$ cat src/rtl/drive_pkg.sv
// drive_pkg: shared drive-command width, stop value, command encoding and arbiter FSM states
package drive_pkg;
  localparam int CMD_W = 3;
  localparam int STOP_CMD = 0;
  typedef enum logic [CMD_W-1:0] {
    CMD_STOP   = 3'd0,
    CMD_FWD    = 3'd1,
    CMD_BACK   = 3'd2,
    CMD_LEFT   = 3'd3,
    CMD_RIGHT  = 3'd4,
    CMD_SPIN_L = 3'd5,
    CMD_SPIN_R = 3'd6,
    CMD_SLOW   = 3'd7
  } drive_cmd_t;
  typedef enum logic [1:0] {RUN, HOLD, ESTOP} arb_state_t;
endpackage

$ cat src/rtl/src_fresh_timer.sv
// src_fresh_timer: per-source command latch with a freshness countdown reloaded on every strobe
module src_fresh_timer #(
  parameter int CMD_W = drive_pkg::CMD_W,
  parameter int STOP_CMD = drive_pkg::STOP_CMD,
  parameter int TIMEOUT_CYC = 50_000_000,
  localparam int TW = $clog2(TIMEOUT_CYC + 1)
) (
  input  logic             clk_50,
  input  logic             reset,
  input  logic             valid_i,
  input  logic [CMD_W-1:0] cmd_i,
  output logic [CMD_W-1:0] cmd_o,
  output logic             fresh_o
);
  logic [CMD_W-1:0] cmd_q, cmd_d;
  logic [TW-1:0] timer_q, timer_d;
  assign cmd_d = valid_i ? cmd_i : cmd_q;
  assign timer_d = valid_i ? TW'(TIMEOUT_CYC) : (timer_q != '0 ? timer_q - TW'(1) : timer_q);
  always_ff @(posedge clk_50) begin
    if (reset) begin
      cmd_q <= CMD_W'(STOP_CMD);
      timer_q <= '0;
    end else begin
      cmd_q <= cmd_d;
      timer_q <= timer_d;
    end
  end
  assign cmd_o = cmd_q;
  assign fresh_o = timer_q != '0;
endmodule

$ cat src/rtl/drive_cmd_arbiter.sv
// drive_cmd_arbiter: priority merge of drive-command sources with staleness, hold debounce, latched e-stop and a coalescing update stream
module drive_cmd_arbiter #(
  parameter int N_SRC = 3,
  parameter int CMD_W = drive_pkg::CMD_W,
  parameter int STOP_CMD = drive_pkg::STOP_CMD,
  parameter int TIMEOUT_CYC = 50_000_000,
  parameter int MIN_HOLD_CYC = 5_000_000,
  localparam int SW = N_SRC > 1 ? $clog2(N_SRC) : 1,
  localparam int HW = MIN_HOLD_CYC > 0 ? $clog2(MIN_HOLD_CYC + 1) : 1
) (
  input  logic                   clk_50,
  input  logic                   reset,
  input  logic [N_SRC-1:0]       src_valid,
  input  logic [N_SRC*CMD_W-1:0] src_cmd,
  input  logic [N_SRC-1:0]       src_enable,
  input  logic                   estop,
  input  logic                   estop_clear,
  output logic [CMD_W-1:0]       drive_state,
  output logic [SW-1:0]          drive_src,
  output logic                   drive_active,
  output logic                   upd_valid,
  output logic [CMD_W-1:0]       upd_state,
  input  logic                   upd_ready,
  output logic                   estop_latched
);
  localparam logic [CMD_W-1:0] STOP_V = CMD_W'(STOP_CMD);
  logic [CMD_W-1:0] cmd_s [N_SRC];
  logic [N_SRC-1:0] fresh_s;
  logic cand_valid;
  logic [SW-1:0] cand_src;
  logic [CMD_W-1:0] cand_cmd;
  drive_pkg::arb_state_t state_q, state_d;
  logic [HW-1:0] hold_q, hold_d;
  logic [CMD_W-1:0] drive_q, drive_d, upd_state_q, upd_state_d;
  logic [SW-1:0] src_q, src_d;
  logic active_q, active_d, upd_valid_q, upd_valid_d, estop_q, take, chg;
  for (genvar s = 0; s < N_SRC; s++) begin : g_src
    src_fresh_timer #(
      .CMD_W(CMD_W),
      .STOP_CMD(STOP_CMD),
      .TIMEOUT_CYC(TIMEOUT_CYC)
    ) u_timer (
      .clk_50(clk_50),
      .reset(reset),
      .valid_i(src_valid[s]),
      .cmd_i(src_cmd[s*CMD_W +: CMD_W]),
      .cmd_o(cmd_s[s]),
      .fresh_o(fresh_s[s])
    );
  end
  // scan from lowest priority upward so the lowest qualifying index wins
  always_comb begin
    cand_valid = 1'b0;
    cand_src = src_q;
    cand_cmd = STOP_V;
    for (int i = N_SRC - 1; i >= 0; i--) begin
      if (src_enable[i] && fresh_s[i]) begin
        cand_valid = 1'b1;
        cand_src = SW'(i);
        cand_cmd = cmd_s[i];
      end
    end
  end
  always_comb begin
    state_d = state_q;
    hold_d = hold_q;
    drive_d = drive_q;
    src_d = src_q;
    active_d = active_q;
    take = 1'b0;
    if (estop) begin
      state_d = drive_pkg::ESTOP;
      hold_d = '0;
      drive_d = STOP_V;
      active_d = 1'b0;
    end else if (state_q == drive_pkg::ESTOP) begin
      state_d = estop_clear ? drive_pkg::RUN : drive_pkg::ESTOP;
    end else begin
      // during hold only a stop or a same-command ownership change may pass
      take = state_q == drive_pkg::RUN || cand_cmd == STOP_V || cand_cmd == drive_q;
      if (state_q == drive_pkg::HOLD) begin
        hold_d = hold_q > HW'(1) ? hold_q - HW'(1) : '0;
        state_d = hold_q > HW'(1) ? drive_pkg::HOLD : drive_pkg::RUN;
      end
      if (take) begin
        drive_d = cand_cmd;
        src_d = cand_src;
        active_d = cand_valid;
      end
      if (state_q == drive_pkg::RUN && cand_cmd != drive_q) begin
        hold_d = HW'(MIN_HOLD_CYC);
        state_d = drive_pkg::HOLD;
      end
    end
  end
  // a change always lands in the payload; a same-cycle transfer took the old one
  assign chg = drive_d != drive_q;
  assign upd_valid_d = chg || (upd_valid_q && !upd_ready);
  assign upd_state_d = chg ? drive_d : upd_state_q;
  always_ff @(posedge clk_50) begin
    if (reset) begin
      state_q <= drive_pkg::RUN;
      hold_q <= '0;
      drive_q <= STOP_V;
      src_q <= '0;
      active_q <= 1'b0;
      upd_valid_q <= 1'b0;
      upd_state_q <= STOP_V;
      estop_q <= 1'b0;
    end else begin
      state_q <= state_d;
      hold_q <= hold_d;
      drive_q <= drive_d;
      src_q <= src_d;
      active_q <= active_d;
      upd_valid_q <= upd_valid_d;
      upd_state_q <= upd_state_d;
      estop_q <= state_d == drive_pkg::ESTOP;
    end
  end
  assign drive_state = drive_q;
  assign drive_src = src_q;
  assign drive_active = active_q;
  assign upd_valid = upd_valid_q;
  assign upd_state = upd_state_q;
  assign estop_latched = estop_q;
endmodule
$ cat config.mk
export PLATFORM = sky130hd
export DESIGN_NAME = drive_cmd_arbiter
export DESIGN_NICKNAME = d
export VERILOG_FILES = /design/src/rtl/drive_pkg.sv /design/src/rtl/src_fresh_timer.sv /design/src/rtl/drive_cmd_arbiter.sv
export SDC_FILE = /design/constraint.sdc
export NUM_CORES = 1
export LEC_CHECK = 0
export CAP_MARGIN = 20
export CORE_ASPECT_RATIO = 1.5
export CORE_MARGIN = 2
export CORE_UTILIZATION = 45
export DETAILED_ROUTE_END_ITERATION = 7
export PLACE_DENSITY = 0.7
export SYNTH_ARGS = -nofsm -noshare
export SYNTH_HDL_FRONTEND = slang
export SYNTH_SLANG_ARGS = --single-unit
$ cat constraint.sdc
create_clock -name clk_50 -period 4 [get_ports clk_50]
set_input_delay 0.8 -clock clk_50 [delete_from_list [all_inputs] [get_ports clk_50]]
set_output_delay 0.8 -clock clk_50 [all_outputs]
set_load 0.05 [all_outputs]
Yosys cells after proc, flatten, opt, wreduce, memory -nomap -nowiden
Index checks and enable logic that the tools add are counted.
{"block": "totals", "n_memories": 0, "wordCells": 83, "inputBits": 20, "latchBits": 0, "rom_bits": 0, "mem_bits_rw": 0, "out_inout_bits": 11, "ff_bits": 123}
{"block": "classes", "add_sub_neg": 4, "n_eq_ne": 6, "magnitude_cmp": 1, "mux": 27, "bitwise": 2, "multipliers": 0, "n_reduce_logical": 26, "div": 0, "shift": 0}
{"operator": "$mux W26", "count": 6}
{"operator": "$reduce_bool A26 Y1", "count": 3}
{"operator": "$sub A26 B1 Y26 const B", "count": 3}
{"operator": "$mux W23", "count": 3}
{"operator": "$gt A23 B1 Y1 const B", "count": 1}
{"operator": "$sub A23 B1 Y23 const B", "count": 1}
{"operator": "$mux W3", "count": 6}
{"operator": "$mux W2", "count": 8}
{"operator": "$reduce_bool A2 Y1", "count": 4}
{"operator": "$reduce_or A2 Y1", "count": 4}
{"operator": "$ne A3 B3 Y1", "count": 2}
{"operator": "$logic_and A1 B1 Y1", "count": 5}
{"operator": "$eq A2 B2 Y1 const B", "count": 2}
{"operator": "$mux W1", "count": 4}
{"operator": "$reduce_and A2 Y1", "count": 2}
{"operator": "$reduce_and A4 Y1", "count": 1}
{"operator": "$eq A3 B3 Y1", "count": 1}
{"operator": "$logic_not A3 Y1", "count": 1}
{"operator": "$logic_or A1 B1 Y1", "count": 3}
{"operator": "$reduce_bool A3 Y1", "count": 1}
{"operator": "$eq A2 B1 Y1 const B", "count": 1}
{"operator": "$logic_not A2 Y1", "count": 1}
{"operator": "$not A1 Y1", "count": 2}
{"operator": "$logic_not A1 Y1", "count": 1}

Depth between registers and ports, before layout
Gate-level depths: netlist (run 1).
{"block": "depth", "word_depth": 13, "mapped_depth": 13}

Modules after synthesis
A second synthesis (run 1) with hierarchy kept.
{"block": "unflattened", "hier_cells": 735, "area_unflattened_um2": 6328.6}
{"mod": "src_fresh_timer", "seq_area_each_um2": 580.6, "cells_per_inst": 157, "n_inst": 3, "area_each_um2": 1427.6}
{"mod": "drive_cmd_arbiter", "seq_area_each_um2": 720.7, "cells_per_inst": 264, "n_inst": 1, "area_each_um2": 2045.7}

Least setup slack after synthesis (run 1)
No wires, ideal clock.
{"block": "synth_timing", "kind": "register to register", "start": "register g_src[1].u_timer.timer_q[0]", "end": "register estop_q (netlist: estop_latched)", "stages_incl_launch_ff": 13, "t_arrival_ns": 2.717, "path_slack_ns": 1.153, "required_ns": 3.870, "path_buffers": 1, "path_cell_list": "dfxtp_1 inv_1 ha_1 nor3b_1 nand4b_4 o21a_4 o211a_4 or3_1 and2_4 a311o_1 buf_2 a21oi_2 nor3_1"}
{"block": "synth_via", "elab_chain_len": 10}
{"element": "start: declaration", "line": "src_fresh_timer.sv:16", "text": "logic [TW-1:0] timer_q, timer_d;"}
{"element": "start signal: assignment", "line": "src_fresh_timer.sv:25", "text": "timer_q <= timer_d;"}
{"element": "$reduce_bool A26 Y1", "line": "src_fresh_timer.sv:29", "text": "assign fresh_o = timer_q != '0;"}
{"element": "$logic_and A1 B1 Y1", "line": "drive_cmd_arbiter.sv:57", "text": "if (src_enable[i] && fresh_s[i]) begin"}
{"element": "$mux W3 (2 in series)", "line": "drive_cmd_arbiter.sv:57"}
{"element": "$ne A3 B3 Y1", "line": "drive_cmd_arbiter.sv:90", "text": "if (state_q == drive_pkg::RUN && cand_cmd != drive_q) begin"}
{"element": "$logic_and A1 B1 Y1", "line": "drive_cmd_arbiter.sv:90"}
{"element": "$mux W2", "line": "drive_cmd_arbiter.sv:90"}
{"element": "$mux W2", "line": "drive_cmd_arbiter.sv:76", "text": "end else if (state_q == drive_pkg::ESTOP) begin"}
{"element": "$mux W2", "line": "drive_cmd_arbiter.sv:71", "text": "if (estop) begin"}
{"element": "$eq A2 B2 Y1", "line": "drive_cmd_arbiter.sv:118", "text": "estop_q <= state_d == drive_pkg::ESTOP;"}
{"element": "end signal: assignment", "line": "drive_cmd_arbiter.sv:118"}
{"element": "end: declaration", "line": "drive_cmd_arbiter.sv:36", "text": "logic active_q, active_d, upd_valid_q, upd_valid_d, estop_q, take, chg;"}
No other way between the ends.
A chain may end at the register's enable or synchronous reset.

Worst setup path after layout (run 1)
{"block": "layout_timing", "start": "register g_src[0].u_timer.timer_q[7]", "end": "register hold_q[13]"}
{"block": "layout_via", "elab_chain_len": 7, "word_cells_on_any_way": 8}
{"element": "start: declaration", "line": "src_fresh_timer.sv:16"}
{"element": "start signal: assignment", "line": "src_fresh_timer.sv:25"}
{"element": "$reduce_bool A26 Y1 (*)", "line": "src_fresh_timer.sv:29"}
{"element": "$logic_and A1 B1 Y1 (*)", "line": "drive_cmd_arbiter.sv:57"}
{"element": "$mux W3 (*)", "line": "drive_cmd_arbiter.sv:57"}
{"element": "$ne A3 B3 Y1 (*)", "line": "drive_cmd_arbiter.sv:90"}
{"element": "$logic_and A1 B1 Y1 (*)", "line": "drive_cmd_arbiter.sv:90"}
{"element": "$reduce_bool A2 Y1 (no line)"}
{"element": "$reduce_and A2 Y1 (no line)"}
{"element": "end signal: assignment", "line": "drive_cmd_arbiter.sv:112", "text": "hold_q <= hold_d;"}
{"element": "end: declaration", "line": "drive_cmd_arbiter.sv:33", "text": "logic [HW-1:0] hold_q, hold_d;"}
Mark *: on every way between the ends. The rest lies on a longest branch, timed or not.

==> results of run 1 <==
==> metrics by stage <==
stage / setup WS (ns) / utilization [%] / cells / power, W / hold slack [ns]
finish: 0.628 / 54.0 / 910 / 0.00362 / 0.476
global route: 0.318 / 54.0 / 910 / 0.00378 / 0.484
CTS: 0.612 / 54.0 / 910 / 0.00364 / 0.470
detailed placement: 0.596 / 49.3 / 878 / 0.00208 / 0.459
global placement: 0.735 / 49.3 / 878 / 0.00205 / 0.453
floorplan: 1.15 / - / 710 / 0.00192 / 0.440
==> where the power goes <==
group / internal [W] / leakage (nW) / switching [W]
Sequential: 0.00131 / 1.01 / 0.0000971
Combinational: 0.000273 / 1.31 / 0.000374
Clock: 0.000995 / 0.288 / 0.000568
Total: 0.00258 / 2.61 / 0.00104
==> layout make-up <==
cell class / instances / area, um2
Tap cell: 159 / 199
Inverter: 17 / 63.8
Timing Repair Buffer: 33 / 318
Clock buffer: 18 / 439
Fill cell: 1212 / 5990
Sequential cell: 123 / 2460
Multi-Input combinational cell: 546 / 3370
Clock inverter: 14 / 170
==> path summary, 6_finish.rpt <==
check | from | endpoint | cells after the start
worst max-delay path | g_src[0].u_timer.timer_q[7]$_SDFFE_PP0P_ | hold_q[13]$_SDFFE_PP0P_ | 9
worst min-delay path | hold_q[15]$_SDFFE_PP0P_ | hold_q[15]$_SDFFE_PP0P_ | 1
worst max register to register | g_src[0].u_timer.timer_q[7]$_SDFFE_PP0P_ | hold_q[13]$_SDFFE_PP0P_ | 9
worst min register to register | hold_q[15]$_SDFFE_PP0P_ | hold_q[15]$_SDFFE_PP0P_ | 1
==> cell usage in the layout (no fill, tap or decap), types with 4 or more instances in the layout <==
master and instances:
nand4b_1 4, nor3_1 44, xnor2_1 41, or3_1 15, inv_1 17, nor4_2 5
a21oi_1 75, nor2b_1 4, clkinvlp_4 4, xor2_1 22, nand2b_1 8, a211oi_1 4
or2_2 10, nand2_1 52, ha_1 8, nor2_1 104, o211ai_1 9, mux2i_1 13
clkbuf_16 17, dfxtp_1 123, nor4_1 16, clkdlybuf4s50_1 29, nand3_1 10, o21ai_0 27
a31oi_1 10, or4_1 8, nand4_1 5
==> metal layers <==
metal / up-vias / global-route usage [%] / wire, um
met5: - / 0 / 0
met3: 31 / 4.61 / 563
met4: 0 / 8.42 / 326
li1: 2591 / - / -
met2: 110 / 34.3 / 7060
met1: 2507 / 21.7 / 5830
==> registers in the layout, indices dropped and copies added (netlist names), 2 cells and up <==
register and count:
hold_q 23, drive_src 2, upd_state 3, g_src.u_timer.timer_q 78, state_q 2, g_src.u_timer.cmd_o 9
drive_state 3
==> cells by family after synthesis <==
kind of cell | after synthesis | share of synthesized area, %
buffers and inverters | 41 | 2.87
AOI/OAI and AO/OA | 158 | 16.4
and+or+nand+nor | 303 | 26.6
xor gates and xnor gates | 63 | 9.18
muxes | 14 | 2.35
DFF | 123 | 41.0
adders and majority gates | 8 | 1.67
==> worst reg2reg max path, stage by stage, from the launching register on <==
cell and delay (ns):
dfxtp_1 0.33, nor4_2 0.54, nand4_2 0.22, o21ai_2 0.48
nor2_1 0.18, or3_1 0.39, and2_4 0.17, a41oi_2 0.56
nand2_1 0.12, a32o_1 0.28
==> flow_summary.ini, run 1 <==
[status]
outcome = completed

[critical_path]
worstSetupEndpointType = flop
crit_fanout = 12
slowest_stage = a41oi_2
crit_path_start_kind = flop
cp_top_family = simple AND/OR/NAND/NOR gates
path_cells = nor4_2, nand4_2, o21ai_2, nor2_1, or3_1, and2_4, a41oi_2, nand2_1, a32o_1
worstSetupPathType = flop to flop
critPathBufInv = 0
critical_path_required_ns = 4.31
rrSetupSlack_ns = 0.63
arrival_ns = 3.68
critPathMaxStageDelay_ns = 0.56

[cts]
cts_buffers = 17
clkLatencyLatePin_ns = 0.42
cts_root_buf = clkbuf_16
clock_sinks = 123
tritoncts = done
cts_hold_buf = 0
clk_pin_slew_worst_paths_ns = 0.06
htreeDepth = 4
post_cts_buffers = 0
clk_path_buf_depth = 2
cts_resized = 0

[synth]
synth-seq-cells = 123
yosysTopAreaCell = dfxtp_1
synth.most_common_cell = dfxtp_1
ys_seq_area_share_pct = 41.0
async_reset_ff_share_pct = 0
synth_nets = 738
ys_types = 66
synth_top_flop_cell = dfxtp_1
synth.avg_cell_area_um2 = 8.46
synth_area_leaders = dfxtp_1 (41%), nor2_1 (6.5%), a21oi_1 (6.2%), xnor2_1 (6.0%), nor3_1 (3.7%)
synth_area_mm2 = 0.00601
synth_top_area_share_pct = 41.0
ys_warn_count = 0
synth-edff-count = 0
syn_inst = 710
ys_top_cells_by_count = dfxtp_1 (123), nor2_1 (104), a21oi_1 (75)

[detailed_routing]
wire_per_inst_um = 15.1
ant_nets = 0
first_pass_iters = 5
drc = 0
via_count = 5239
drt_iter0_drc = 259
viasPerCell = 5.76
finalWirelength_um = 13800

[sta]
fmax_ghz = 0.297
rsz0062_at_grt = no
hold_viol = 0
skew_ns = 0.00903
setup_viol = 0
drv_slew = 0
tns_ns = 0
min_period_ns = 3.37
slew_headroom_pct = 32.6
fin_crit_sh_pct = 84.3
worst_pin_slew_ns = 1.01

[grt]
grt_pass1_vias = 5216
antenna_found_initial = 0
grt.overflow.total = 0
grt_first_pass_wirelength_um = 23000
grt_max_degree = 34
grt_usage_pct = 19.3

[die]
initial_utilization_pct = 46.2
num_io_pins = 31
rows = 51
die_w_um = 98.3
coreArea_mm2 = 0.0130
die_h_um = 146
die_area_mm2 = 0.0143

[pwr]
vdd_drop_max_uv = 249
p_leak_nw = 2.61
powerDensity_mw_per_mm2 = 515

[place]
gp_congestion = 0.878
io_buffers = 30
dp_hpwl_um = 9700
placed_area_mm2 = 0.00642

[layout]
syn_to_final_growth_pct = 16.9
diodes = 0
fin_area_mm2 = 0.00703
drive_above_1_share_pct = 9.19
layout.nets = 766

[worst_hold_path]
hold_class = flop to flop

[job]
max-cap-violations = 0
(Power assumes the default switching activity.)
==> run 2: changes to the inputs <==
Settings changed: PLACE_DENSITY 0.7 to 0.72.
Clock period 4 ns to 2.9 ns, I/O delays scaled along.
==> flow_summary.ini, run 2 (synthesis gave the netlist of run 1 again) <==
[critical_path]
critical_path_required_ns = 3.23
worstSetupEndpointType = flop
crit_fanout = 6
crit_path_start_kind = flop
worstSetupPathType = flop to flop
arrival_ns = 3.17

[grt]
antenna_found_initial = 0
use_met1_pct = 22.0
gr-max-usage-layer = met2
grt.overflow.total = 0
grt.met3_usage_pct = 4.47
grt_pass1_vias = 5326
grt_max_degree = 37
grt_first_pass_wirelength_um = 24200
use_met2_pct = 37.5
grt_usage_pct = 20.4

[pwr]
powerDensity_mw_per_mm2 = 679
vdd_drop_max_uv = 415
total_power_w = 0.00514
p_leak_nw = 2.89

[layout]
final_cell_mix = dfxtp_1 (122), nor2_1 (103), a21oi_1 (69), nand2_1 (52), nor3_1 (44)
largest-register = g_src.u_timer.timer_q
layout.nets = 810
largest_reg_flops = 78
layout_commonest_cell = dfxtp_1
diodes = 0
syn_to_final_growth_pct = 26.0
drive_above_1_share_pct = 17.2

[cts]
clk_pin_slew_worst_paths_ns = 0.05
tritoncts = done
cts_buffers = 17
clock_sinks = 123
clkLatencyLatePin_ns = 0.41
cts_root_buf = clkbuf_16
clk_path_buf_depth = 2
htreeDepth = 4
cts_hold_buf = 0

[place]
dp_hpwl_um = 10400
io_buffers = 30
gp_congestion = 0.837

[sta]
rsz0062_at_grt = yes
fin_crit_sh_pct = 97.9
holdWs_ns = 0.481
setup_viol = 0
tns_ns = 0
fmax_ghz = 0.352
drv_slew = 0
skew_ns = 0.00953
min_period_ns = 2.84
hold_viol = 0
slew_headroom_pct = 39.5
worst_pin_slew_ns = 0.904

[detailed_routing]
drt_iter0_drc = 290
first_pass_iters = 5
ant_nets = 0
wire_per_inst_um = 15.7
viasPerCell = 5.76
drc = 0
via_count = 5495
finalWirelength_um = 15000

[die]
initial_utilization_pct = 46.2
die_h_um = 146
rows = 51
num_io_pins = 31
die_w_um = 98.3
die_area_mm2 = 0.0143
coreArea_mm2 = 0.0130

[worst_hold_path]
hold_class = flop to flop

[status]
outcome = completed

[job]
max-cap-violations = 0
## run 2: what timing repair did
| action | in CTS | in global routing |
|---|---|---|
| setup endpoints to repair | 23 | 39 |
| resized for setup | 2 | 45 |
| pin swaps | 1 | 19 |
| buffers inserted | 0 | 11 |
| cloned | 0 | 1 |
## run 2: through the flow
step                      instance area (um2)  util [%]  std cells  setup slack [ns]
final                                    7570      58.2        954            0.0604
after global routing                     7570      58.2        954           -0.0249
after detailed placement                 6660      51.1        910           -0.0981
after global placement                   6660      51.1        910            0.0105
after floorplan                          6010         -        710            0.0532
after CTS                                7260      55.8        942            0.0114
## run 2: power breakdown
group / internal [W] / total, W / switching, W
logic: 0.000488 / 0.00107 / 0.000577
clock network: 0.00140 / 0.00212 / 0.000721
registers: 0.00181 / 0.00195 / 0.000138
## run 2: metal layers
metal | vias up | part of all wire, %
met4 | 0 | 2.8
li1 | 2680 | -
met3 | 38 | 3.6
met2 | 134 | 53
met1 | 2643 | 40
met5 | - | 0
## run 2: path summary, 6_finish.rpt
path | start | end | slack (ns) | cells after the start
max | g_src[1].u_timer.timer_q[10]$_SDFFE_PP0P_ | upd_state[0]$_SDFFE_PP0P_ | 0.06 | 9
min | upd_valid$_SDFF_PP0_ | upd_valid$_SDFF_PP0_ | 0.48 | 2
max reg2reg | g_src[1].u_timer.timer_q[10]$_SDFFE_PP0P_ | upd_state[0]$_SDFFE_PP0P_ | 0.06 | 9
min reg2reg | upd_valid$_SDFF_PP0_ | upd_valid$_SDFF_PP0_ | 0.48 | 2
## run 2: area by class of cell
type,count,area [um2]
Timing Repair Buffer,77,663
Clock inverter,6,82.6
Fill cell,1110,5450
Multi-Input combinational cell,546,3580
Clock buffer,26,519
Inverter,17,63.8
Tap cell,159,199
Sequential cell,123,2470
## run 2: worst max-delay path, stage by stage, from the launching register on
cell and delay [ns]:
dfxtp_4 0.34, or3_4 0.42, nand4b_4 0.22, o21a_4 0.27
o211a_4 0.27, or3_4 0.38, a31oi_2 0.21, nor2_2 0.09
or4_1 0.41, a21oi_1 0.14
==> run 3: changes to the inputs <==
Settings changed: CAP_MARGIN 20 to 25.
==> results of run 3 <==
Same layout as run 2: the final DEF is identical, and so are final timing and power.
